==> config.mk <==
export PLATFORM = sky130hd
export DESIGN_NAME = sar_search_8
export DESIGN_NICKNAME = d
export VERILOG_FILES = /design/src/rtl/sar_pkg.sv /design/src/rtl/sar_search_8.sv
export SDC_FILE = /design/constraint.sdc
export NUM_CORES = 1
export LEC_CHECK = 0
export CAP_MARGIN = 20
export CORE_MARGIN = 1
export CORE_UTILIZATION = 25
export CTS_BUF_LIST = sky130_fd_sc_hd__clkbuf_8
export CTS_CLUSTER_SIZE = 16
export DETAILED_ROUTE_END_ITERATION = 12
export HOLD_SLACK_MARGIN = 0.12
export PLACE_DENSITY_LB_ADDON = 0.12
export SLEW_MARGIN = 20
export SYNTH_ARGS = -nofsm -noshare
export SYNTH_HDL_FRONTEND = slang
export SYNTH_SLANG_ARGS = --single-unit
==> constraint.sdc <==
create_clock -name CLK -period 3.01 [get_ports CLK]
set_clock_uncertainty 0.05 [all_clocks]
set_input_delay 0.4515 -clock CLK [delete_from_list [all_inputs] [get_ports CLK]]
set_output_delay 0.4515 -clock CLK [all_outputs]
set_load 0.01 [all_outputs]
==> src/rtl/sar_pkg.sv <==
// Shared types and constants for the successive-approximation search engine.
package sar_pkg;

    localparam int SAR_WIDTH  = 8;
    localparam int SETTLE_MAX = 15;
    localparam int CNT_W      = $clog2(SETTLE_MAX + 1);
    localparam int IDX_W      = $clog2(SAR_WIDTH);

    typedef enum logic [1:0] {
        IDLE,
        WAIT,
        SAMPLE,
        DONE
    } sar_state_t;

endpackage

==> src/rtl/sar_search_8.sv <==
// Bit-serial binary search that recovers the unknown operand of an external
// magnitude comparator by steering its probe operand from MSB to LSB.
module sar_search_8
    import sar_pkg::*;
#(
    parameter int SETTLE = 0
) (
    input  logic                 CLK,
    input  logic                 RST,
    input  logic                 Start,
    input  logic                 QAGB,
    input  logic                 QASB,
    input  logic                 QAEB,
    output logic [SAR_WIDTH-1:0] Probe,
    output logic [SAR_WIDTH-1:0] Result,
    output logic                 Done,
    output logic                 Busy,
    output logic                 Found,
    output logic                 Err
);

    localparam logic [CNT_W-1:0]     SETTLE_LD = CNT_W'(SETTLE);
    localparam logic [CNT_W-1:0]     CNT_ONE   = CNT_W'(1);
    localparam logic [IDX_W-1:0]     MSB_IDX   = IDX_W'(SAR_WIDTH - 1);
    localparam logic [IDX_W-1:0]     IDX_ONE   = IDX_W'(1);
    localparam logic [SAR_WIDTH-1:0] MSB_ONLY  = {1'b1, {(SAR_WIDTH - 1){1'b0}}};

    if (SETTLE < 0 || SETTLE > SETTLE_MAX) begin : g_bad_settle
        $error("sar_search_8: SETTLE out of range");
    end

    sar_state_t           state, state_n;
    logic [IDX_W-1:0]     bit_idx, bit_idx_n;
    logic [CNT_W-1:0]     cnt, cnt_n;
    logic [SAR_WIDTH-1:0] probe_n, result_n, trial;
    logic                 found_n, err_n;
    logic                 flags_ok;

    assign flags_ok = $onehot({QAGB, QASB, QAEB});

    always_comb begin
        state_n   = state;
        bit_idx_n = bit_idx;
        cnt_n     = cnt;
        probe_n   = Probe;
        result_n  = Result;
        found_n   = Found;
        err_n     = Err;
        trial     = Probe;
        unique case (state)
            IDLE: begin
                if (Start) begin
                    probe_n   = MSB_ONLY;
                    bit_idx_n = MSB_IDX;
                    cnt_n     = SETTLE_LD;
                    found_n   = 1'b0;
                    err_n     = 1'b0;
                    result_n  = '0;
                    state_n   = (SETTLE > 0) ? WAIT : SAMPLE;
                end
            end
            WAIT: begin
                cnt_n = cnt - CNT_ONE;
                if (cnt == CNT_ONE) begin
                    state_n = SAMPLE;
                end
            end
            SAMPLE: begin
                // Bad flag combinations take priority over any decision.
                if (!flags_ok) begin
                    err_n    = 1'b1;
                    result_n = '0;
                    state_n  = DONE;
                end else if (QAEB) begin
                    result_n = Probe;
                    found_n  = 1'b1;
                    state_n  = DONE;
                end else begin
                    if (QAGB) begin
                        trial[bit_idx] = 1'b0;
                    end
                    if (bit_idx == '0) begin
                        probe_n  = trial;
                        result_n = trial;
                        found_n  = 1'b0;
                        state_n  = DONE;
                    end else begin
                        trial[bit_idx - IDX_ONE] = 1'b1;
                        probe_n   = trial;
                        bit_idx_n = bit_idx - IDX_ONE;
                        cnt_n     = SETTLE_LD;
                        state_n   = (SETTLE > 0) ? WAIT : SAMPLE;
                    end
                end
            end
            DONE: begin
                state_n = IDLE;
            end
            default: begin
                state_n = IDLE;
            end
        endcase
    end

    always_ff @(posedge CLK or posedge RST) begin
        if (RST) begin
            state   <= IDLE;
            bit_idx <= MSB_IDX;
            cnt     <= '0;
            Probe   <= '0;
            Result  <= '0;
            Found   <= 1'b0;
            Err     <= 1'b0;
        end else begin
            state   <= state_n;
            bit_idx <= bit_idx_n;
            cnt     <= cnt_n;
            Probe   <= probe_n;
            Result  <= result_n;
            Found   <= found_n;
            Err     <= err_n;
        end
    end

    assign Busy = (state != IDLE);
    assign Done = (state == DONE);

endmodule

==> results of run 1 <==
## path summary, 6_finish.rpt
check / startpoint / endpoint / slack, ns / depth (start not counted)
min in group asynchronous: RST / Result[1]$_DFFE_PP0P_ / 0.52 / 2
min: Result[0]$_DFFE_PP0P_ / Result[0]$_DFFE_PP0P_ / 0.44 / 2
max reg2reg: bit_idx[1]$_DFFE_PP1P_ / Probe[1]$_DFFE_PP0P_ / 0.95 / 5
min reg2reg: Result[0]$_DFFE_PP0P_ / Result[0]$_DFFE_PP0P_ / 0.44 / 2
max in group asynchronous: RST / bit_idx[1]$_DFFE_PP1P_ / 1.80 / 3
max: QAGB / Probe[1]$_DFFE_PP0P_ / 0.36 / 6
## per-stage QoR
stage | power [µW] | hold slack [ns] | instance area [µm²] | cells | setup slack [ns]
5_1_grt | 1400 | 0.468 | 1940 | 268 | 0.306
2_1_floorplan | 884 | 0.452 | 1520 | 165 | 0.572
3_3_place_gp | 1100 | 0.412 | 1890 | 264 | 0.0800
3_5_place_dp | 1100 | 0.423 | 1890 | 264 | 0.0591
6_report | 1310 | 0.437 | 1940 | 268 | 0.358
4_1_cts | 1320 | 0.446 | 1940 | 268 | 0.359
## power by group
| part | switching [µW] | internal, µW | total, µW |
|---|---|---|---|
| sequential | 111 | 442 | 553 |
| combinational | 284 | 256 | 540 |
| clock | 123 | 91.9 | 215 |
| total | 518 | 790 | 1310 |
## per-layer routing
metal,vias up,part of all wire
met4,0,0.020
met3,7,0.041
met1,652,0.46
met5,-,0
li1,655,-
met2,43,0.48
## cell usage in the layout, fill, tap and decap left out, types with 4 or more instances in the layout
cell type / netlist / final
sky130_fd_sc_hd__a21oi_1: 5 / 5
sky130_fd_sc_hd__buf_4: 0 / 8
sky130_fd_sc_hd__clkdlybuf4s50_1: 0 / 25
sky130_fd_sc_hd__dfrtp_1: 24 / 24
sky130_fd_sc_hd__ha_1: 4 / 4
sky130_fd_sc_hd__inv_1: 9 / 9
sky130_fd_sc_hd__nand2_1: 18 / 18
sky130_fd_sc_hd__nand2b_1: 4 / 4
sky130_fd_sc_hd__nand3_1: 6 / 6
sky130_fd_sc_hd__nor2_1: 9 / 9
sky130_fd_sc_hd__nor3_1: 5 / 5
sky130_fd_sc_hd__o211ai_1: 7 / 7
sky130_fd_sc_hd__o21ai_0: 18 / 18
sky130_fd_sc_hd__o311ai_0: 4 / 4
## layout make-up
class	instances	area, µm²
Tap cell	75	93.8
Inverter	9	33.8
Multi-Input combinational cell	120	774
Fill cell	600	3950
Clock inverter	1	3.75
Clock buffer	3	41.3
Timing Repair Buffer	33	310
Sequential cell	27	679
## cell families after synthesis
kind of cell | share of synthesized area
muxes | 0.0148
adders and majority gates | 0.0460
and+or+nand+nor | 0.228
DFF | 0.446
buffers and inverters | 0.0460
AOI/OAI and AO/OA | 0.213
xor gates and xnor gates | 0.00575
## state kept, by name (all words and copies together), names as in the netlist
register and cells:
cnt 4, state 2, Err 1, bit_idx 3
Found 1, Probe 8, Result 8
## worst max-delay path, stage by stage
cell	delay, ns
sky130_fd_sc_hd__clkdlybuf4s50_1	0.47
sky130_fd_sc_hd__fa_1	0.58
sky130_fd_sc_hd__or3b_4	0.39
sky130_fd_sc_hd__or2_4	0.28
sky130_fd_sc_hd__or3_1	0.34
sky130_fd_sc_hd__a32o_1	0.26
==> insert_results.sql, run 1 <==
INSERT INTO impl_metrics (metric_group, metric, value, unit) VALUES
('pwr', 'peak_supply_drop', '0.238', 'mV'),
('critical_path', 'worstPathArrival', '2.78', 'ns'),
('global_route', 'use_met1', '0.169', ''),
('sta', 'slew-limit-headroom', '0.392', ''),
('final_layout', 'finalNetCount', '205', ''),
('clock_network', 'cts_post_setup_buffers_inserted', '0', ''),
('synthesis', 'synth_async_sr_flop_share', '1.00', ''),
('clock_network', 'holdBufCountCts', '0', ''),
('global_route', 'globalRoute.totalOverflow', '0', ''),
('detailed_routing', 'postRouteAntennaNets', '0', ''),
('pwr', 'power.leakage', '0.000779', 'µW'),
('detailed_routing', 'drt_first_iter_violations', '85', ''),
('sta', 'setup-tns-final', '0', 'ns'),
('synthesis', 'ys_warn_count', '0', ''),
('synthesis', 'post_synth_top_area_cell', 'sky130_fd_sc_hd__dfrtp_1', ''),
('floorplan', 'initial_core_util', '0.259', ''),
('clock_network', 'tritoncts_num_sinks', '27', ''),
('global_route', 'grt.busiest_layer', 'met2', ''),
('floorplan', 'fp-row-count', '28', ''),
('floorplan', 'core_region_area', '0.00589', 'mm²'),
('hold_path', 'hold_path_class', 'register to register', ''),
('global_route', 'grt_start_max_net_pins', '26', ''),
('clock_network', 'clock_insertion_delay_worst_skew', '0.28', 'ns'),
('final_layout', 'postLayoutCoreUtil', '0.329', ''),
('detailed_routing', 'wl_per_cell', '14.8', 'µm'),
('detailed_routing', 'routed_wirelength', '3970', 'µm'),
('global_route', 'groute.layer.met2.usage', '0.225', ''),
('sta', 'hold_viol', '0', ''),
('clock_network', 'cts_tree', 'yes', ''),
('detailed_routing', 'vias_per_cell', '5.06', ''),
('synthesis', 'synth_enable_flop_cells', '0', ''),
('floorplan', 'die_width', '80.1', 'µm'),
('clock_network', 'max-clock-path-buffers', '2', ''),
('floorplan', 'die_height', '80.1', 'µm'),
('job', 'max_cap_viol_count', '0', ''),
('clock_network', 'h-tree-depth', '1', ''),
('detailed_routing', 'drc', '0', ''),
('critical_path', 'crit_path_start_kind', 'input port', ''),
('synthesis', 'synthCells', '165', ''),
('sta', 'tightestPinTransition', '0.906', 'ns'),
('global_route', 'grt_use_met3', '0.0205', ''),
('floorplan', 'floorplan.die_area', '0.00641', 'mm²'),
('critical_path', 'timing_worst_setup_path_type', 'input port to register', ''),
('sta', 'timing.final.setup_violations', '0', ''),
('synthesis', 'seq_area_frac_synth', '0.446', ''),
('global_route', 'grt_antenna_before_repair', '0', ''),
('synthesis', 'syn_avg_cell_area', '9.24', 'µm²'),
('sta', 'rsz0062_at_grt', 'no', ''),
('clock_network', 'clock-root-buffer', 'sky130_fd_sc_hd__clkbuf_8', ''),
('sta', 'min_period', '2.65', 'ns'),
('floorplan', 'io-pin-count', '26', ''),
('final_layout', 'layout-drive-gt1-share', '0.119', ''),
('synthesis', 'synth_seq_cells', '27', ''),
('placed_design', 'port_buffers', '25', ''),
('sta', 'fmax', '377', 'MHz'),
('clock_network', 'number_of_buffers_created_by_cts', '3', ''),
('final_layout', 'areaGrowthSynthToFinish', '27.1', '%'),
('global_route', 'first_pass_grt_wire_length', '6450', 'µm'),
('sta', 'period_share', '0.881', ''),
('critical_path', 'worstSetupEndpointType', 'register', ''),
('global_route', 'global_route.usage.total', '0.133', ''),
('final_layout', 'antenna_cells', '0', ''),
('clock_network', 'cts_repair_resize_count', '0', ''),
('placed_design', 'place.detailed.hpwl', '2980', 'µm'),
('synthesis', 'synth_cell_types', '40', ''),
('synthesis', 'yosysMostFrequentCell', 'sky130_fd_sc_hd__dfrtp_1', ''),
('synthesis', 'post-synth-top-area-fraction', '0.394', ''),
('global_route', 'grt_pass1_vias', '1273', ''),
('synthesis', 'post_synthesis_net_count', '176', ''),
('synthesis', 'synth_top_flop_cell', 'sky130_fd_sc_hd__dfrtp_1', ''),
('critical_path', 'cp_max_fo', '5', ''),
('critical_path', 'timing.critical_path.required', '3.13', 'ns'),
('sta', 'finalMaxSlewViolations', '0', ''),
('synthesis', 'post_synth_main_area_contributors', 'sky130_fd_sc_hd__dfrtp_1 (39%), sky130_fd_sc_hd__o21ai_0 (5.9%), sky130_fd_sc_hd__dfstp_2 (5.2%), sky130_fd_sc_hd__nand2_1 (4.4%), sky130_fd_sc_hd__o211ai_1 (3.4%)', ''),
('outcome', 'status', 'finished, final reports clean', ''),
('detailed_routing', 'via_count', '1357', ''),
('clock_network', 'cts.clk_slew.worst_paths', '0.10', 'ns'),
('detailed_routing', 'length_of_the_first_detailed_routing_pass_in_iterations', '4', ''),
('placed_design', 'finalWeightedCongestion', '0.784', ''),
('synthesis', 'post_synth_instance_area', '0.00152', 'mm²'),
('pwr', 'power_density', '676', 'mW/mm²'),
('synthesis', 'netlist_top_cells_count', 'sky130_fd_sc_hd__dfrtp_1 (24), sky130_fd_sc_hd__nand2_1 (18), sky130_fd_sc_hd__o21ai_0 (18)', '');
(Power assumes the default switching activity.)
==> inputs of run 2 (changes only) <==
--- a/config.mk
+++ b/config.mk
@@ -6,11 +6,13 @@
 export NUM_CORES = 1
 export LEC_CHECK = 0
 export CAP_MARGIN = 20
+export CORE_ASPECT_RATIO = 1.4
 export CORE_MARGIN = 1
 export CORE_UTILIZATION = 25
 export CTS_BUF_LIST = sky130_fd_sc_hd__clkbuf_8
 export CTS_CLUSTER_SIZE = 16
 export DETAILED_ROUTE_END_ITERATION = 12
+export GPL_TIMING_DRIVEN = 1
 export HOLD_SLACK_MARGIN = 0.12
 export PLACE_DENSITY_LB_ADDON = 0.12
 export SLEW_MARGIN = 20
==> insert_results.sql, run 2 (synthesis results as in run 1) <==
INSERT INTO impl_metrics (metric_group, metric, value, unit) VALUES
('outcome', 'status', 'finished, final reports clean', ''),
('hold_path', 'hold_path_class', 'register to register', ''),
('floorplan', 'die_width', '68.0', 'µm'),
('critical_path', 'worstSetupEndpointType', 'register', ''),
('critical_path', 'crit_path_start_kind', 'input port', ''),
('detailed_routing', 'drt_first_iter_violations', '58', ''),
('sta', 'slew-limit-headroom', '0.368', ''),
('sta', 'hold_viol', '0', ''),
('floorplan', 'initial_core_util', '0.260', ''),
('final_layout', 'areaGrowthSynthToFinish', '26.2', '%'),
('detailed_routing', 'vias_per_cell', '5.11', ''),
('sta', 'tightestPinTransition', '0.941', 'ns'),
('sta', 'finalWorstSetupSlack', '0.331', 'ns'),
('final_layout', 'layout.filler_cells', '626', ''),
('placed_design', 'port_buffers', '25', ''),
('final_layout', 'layout-drive-gt1-share', '0.115', ''),
('pwr', 'power.leakage', '0.000774', 'µW'),
('critical_path', 'worstPathArrival', '2.80', 'ns'),
('sta', 'hold-worst-slack', '0.431', 'ns'),
('detailed_routing', 'route.met3.wl', '111', 'µm'),
('critical_path', 'cp_max_fo', '5', ''),
('final_layout', 'final_common_cell', 'sky130_fd_sc_hd__clkdlybuf4s50_1', ''),
('clock_network', 'h-tree-depth', '1', ''),
('global_route', 'grt_antenna_before_repair', '0', ''),
('sta', 'min_period', '2.68', 'ns'),
('global_route', 'first_pass_grt_wire_length', '6480', 'µm'),
('detailed_routing', 'length_of_the_first_detailed_routing_pass_in_iterations', '4', ''),
('sta', 'rsz0062_at_grt', 'no', ''),
('global_route', 'global_route.usage.total', '0.134', ''),
('sta', 'fmax', '373', 'MHz'),
('critical_path', 'timing_worst_setup_path_type', 'input port to register', ''),
('global_route', 'globalRoute.totalOverflow', '0', ''),
('floorplan', 'core_region_area', '0.00586', 'mm²'),
('detailed_routing', 'routed_wirelength', '3860', 'µm'),
('detailed_routing', 'top_layer', 'met4', ''),
('final_layout', 'final_non_filler_cell_area', '0.00192', 'mm²'),
('clock_network', 'clock-root-buffer', 'sky130_fd_sc_hd__clkbuf_8', ''),
('placed_design', 'placement.cell_area', '0.00188', 'mm²'),
('clock_network', 'cts.clk_slew.worst_paths', '0.09', 'ns'),
('sta', 'timing.final.setup_violations', '0', ''),
('global_route', 'grt_pass1_vias', '1351', ''),
('final_layout', 'antenna_cells', '0', ''),
('floorplan', 'die_height', '94.4', 'µm'),
('detailed_routing', 'drc', '0', ''),
('placed_design', 'dp_worst_setup_slack', '0.0433', 'ns'),
('sta', 'finalMaxSlewViolations', '0', ''),
('final_layout', 'postLayoutCoreUtil', '0.328', ''),
('clock_network', 'clock_insertion_delay_worst_skew', '0.27', 'ns'),
('pwr', 'peak_supply_drop', '0.254', 'mV'),
('sta', 'period_share', '0.890', ''),
('detailed_routing', 'wl_per_cell', '14.7', 'µm'),
('detailed_routing', 'routed-wl-met2', '2060', 'µm'),
('detailed_routing', 'via_count', '1340', ''),
('pwr', 'power_density', '674', 'mW/mm²'),
('clock_network', 'cts_post_setup_buffers_inserted', '0', ''),
('clock_network', 'cts_repair_resize_count', '0', ''),
('critical_path', 'timing.critical_path.required', '3.13', 'ns'),
('detailed_routing', 'postRouteAntennaNets', '0', ''),
('clock_network', 'cts_tree', 'yes', ''),
('sta', 'setup-tns-final', '0', 'ns'),
('clock_network', 'number_of_buffers_created_by_cts', '3', ''),
('clock_network', 'holdBufCountCts', '0', ''),
('final_layout', 'biggestRegsByFlops', 'Probe: 8 flops, Result: 8 flops, cnt: 4 flops', ''),
('placed_design', 'finalWeightedCongestion', '0.834', ''),
('floorplan', 'io-pin-count', '26', ''),
('final_layout', 'finalNetCount', '204', ''),
('placed_design', 'place.detailed.hpwl', '2940', 'µm'),
('detailed_routing', 'drt-met1-wl', '1620', 'µm'),
('final_layout', 'most-common-layout-cells', 'sky130_fd_sc_hd__clkdlybuf4s50_1 (25), sky130_fd_sc_hd__dfrtp_1 (24), sky130_fd_sc_hd__nand2_1 (18), sky130_fd_sc_hd__o21ai_0 (18)', ''),
('floorplan', 'floorplan.die_area', '0.00642', 'mm²'),
('clock_network', 'tritoncts_num_sinks', '27', ''),
('job', 'max_cap_viol_count', '0', ''),
('floorplan', 'fp-row-count', '33', ''),
('global_route', 'grt_start_max_net_pins', '26', ''),
('clock_network', 'max-clock-path-buffers', '2', '');
## run 2: cell types whose count changed in the layout (fill, tap and decap cells not counted), sizes merged
cell  delta
buf      -1
## run 2: per-stage QoR
step | power (µW) | cells
global route | 1410 | 262
detailed placement | 1100 | 258
global placement | 1090 | 258
finish | 1300 | 262
floorplan | 884 | 165
CTS | 1320 | 262
## run 2: worst max-delay path, stage by stage
cell	delay, ns
sky130_fd_sc_hd__clkdlybuf4s50_1	0.45
sky130_fd_sc_hd__fa_1	0.61
sky130_fd_sc_hd__or3b_4	0.39
sky130_fd_sc_hd__or2_4	0.28
sky130_fd_sc_hd__or3_1	0.35
sky130_fd_sc_hd__a32o_1	0.27
## run 2: final cells by class
| cell class | count | area [µm²] | share of cell area |
|---|---|---|---|
| multi-input combinational | 120 | 774 | 0.403 |
| timing repair buffer | 32 | 303 | 0.157 |
| tap | 70 | 87.6 | 0.0455 |
| clock buffer | 3 | 41.3 | 0.0215 |
| sequential | 27 | 679 | 0.353 |
| inverter | 9 | 33.8 | 0.0176 |
| clock inverter | 1 | 3.75 | 0.00195 |
## run 2: final timing paths
| kind | start | end | slack [ns] | cells after the start |
|---|---|---|---|---|
| min in group asynchronous | RST | Result[1]$_DFFE_PP0P_ | 0.52 | 2 |
| worst min register to register | Result[3]$_DFFE_PP0P_ | Result[3]$_DFFE_PP0P_ | 0.43 | 2 |
| max in group asynchronous | RST | bit_idx[2]$_DFFE_PP1P_ | 1.79 | 3 |
| worst max register to register | bit_idx[1]$_DFFE_PP1P_ | Probe[3]$_DFFE_PP0P_ | 0.97 | 5 |
| worst max-delay path | QAGB | Probe[3]$_DFFE_PP0P_ | 0.33 | 6 |
| worst min-delay path | Result[3]$_DFFE_PP0P_ | Result[3]$_DFFE_PP0P_ | 0.43 | 2 |
## run 2: power breakdown
group	switching, µW	leakage [µW]	internal [µW]
clock	117	0.0000269	91.7
combinational	282	0.000397	253
sequential	110	0.000350	442
## run 2: routing by layer
| layer | GRT usage | vias to the layer above |
|---|---|---|
| met1 | 0.152 | 652 |
| li1 | - | 647 |
| met3 | 0.0193 | 6 |
| met4 | 0.0538 | 0 |
| met5 | 0 | - |
| met2 | 0.242 | 35 |
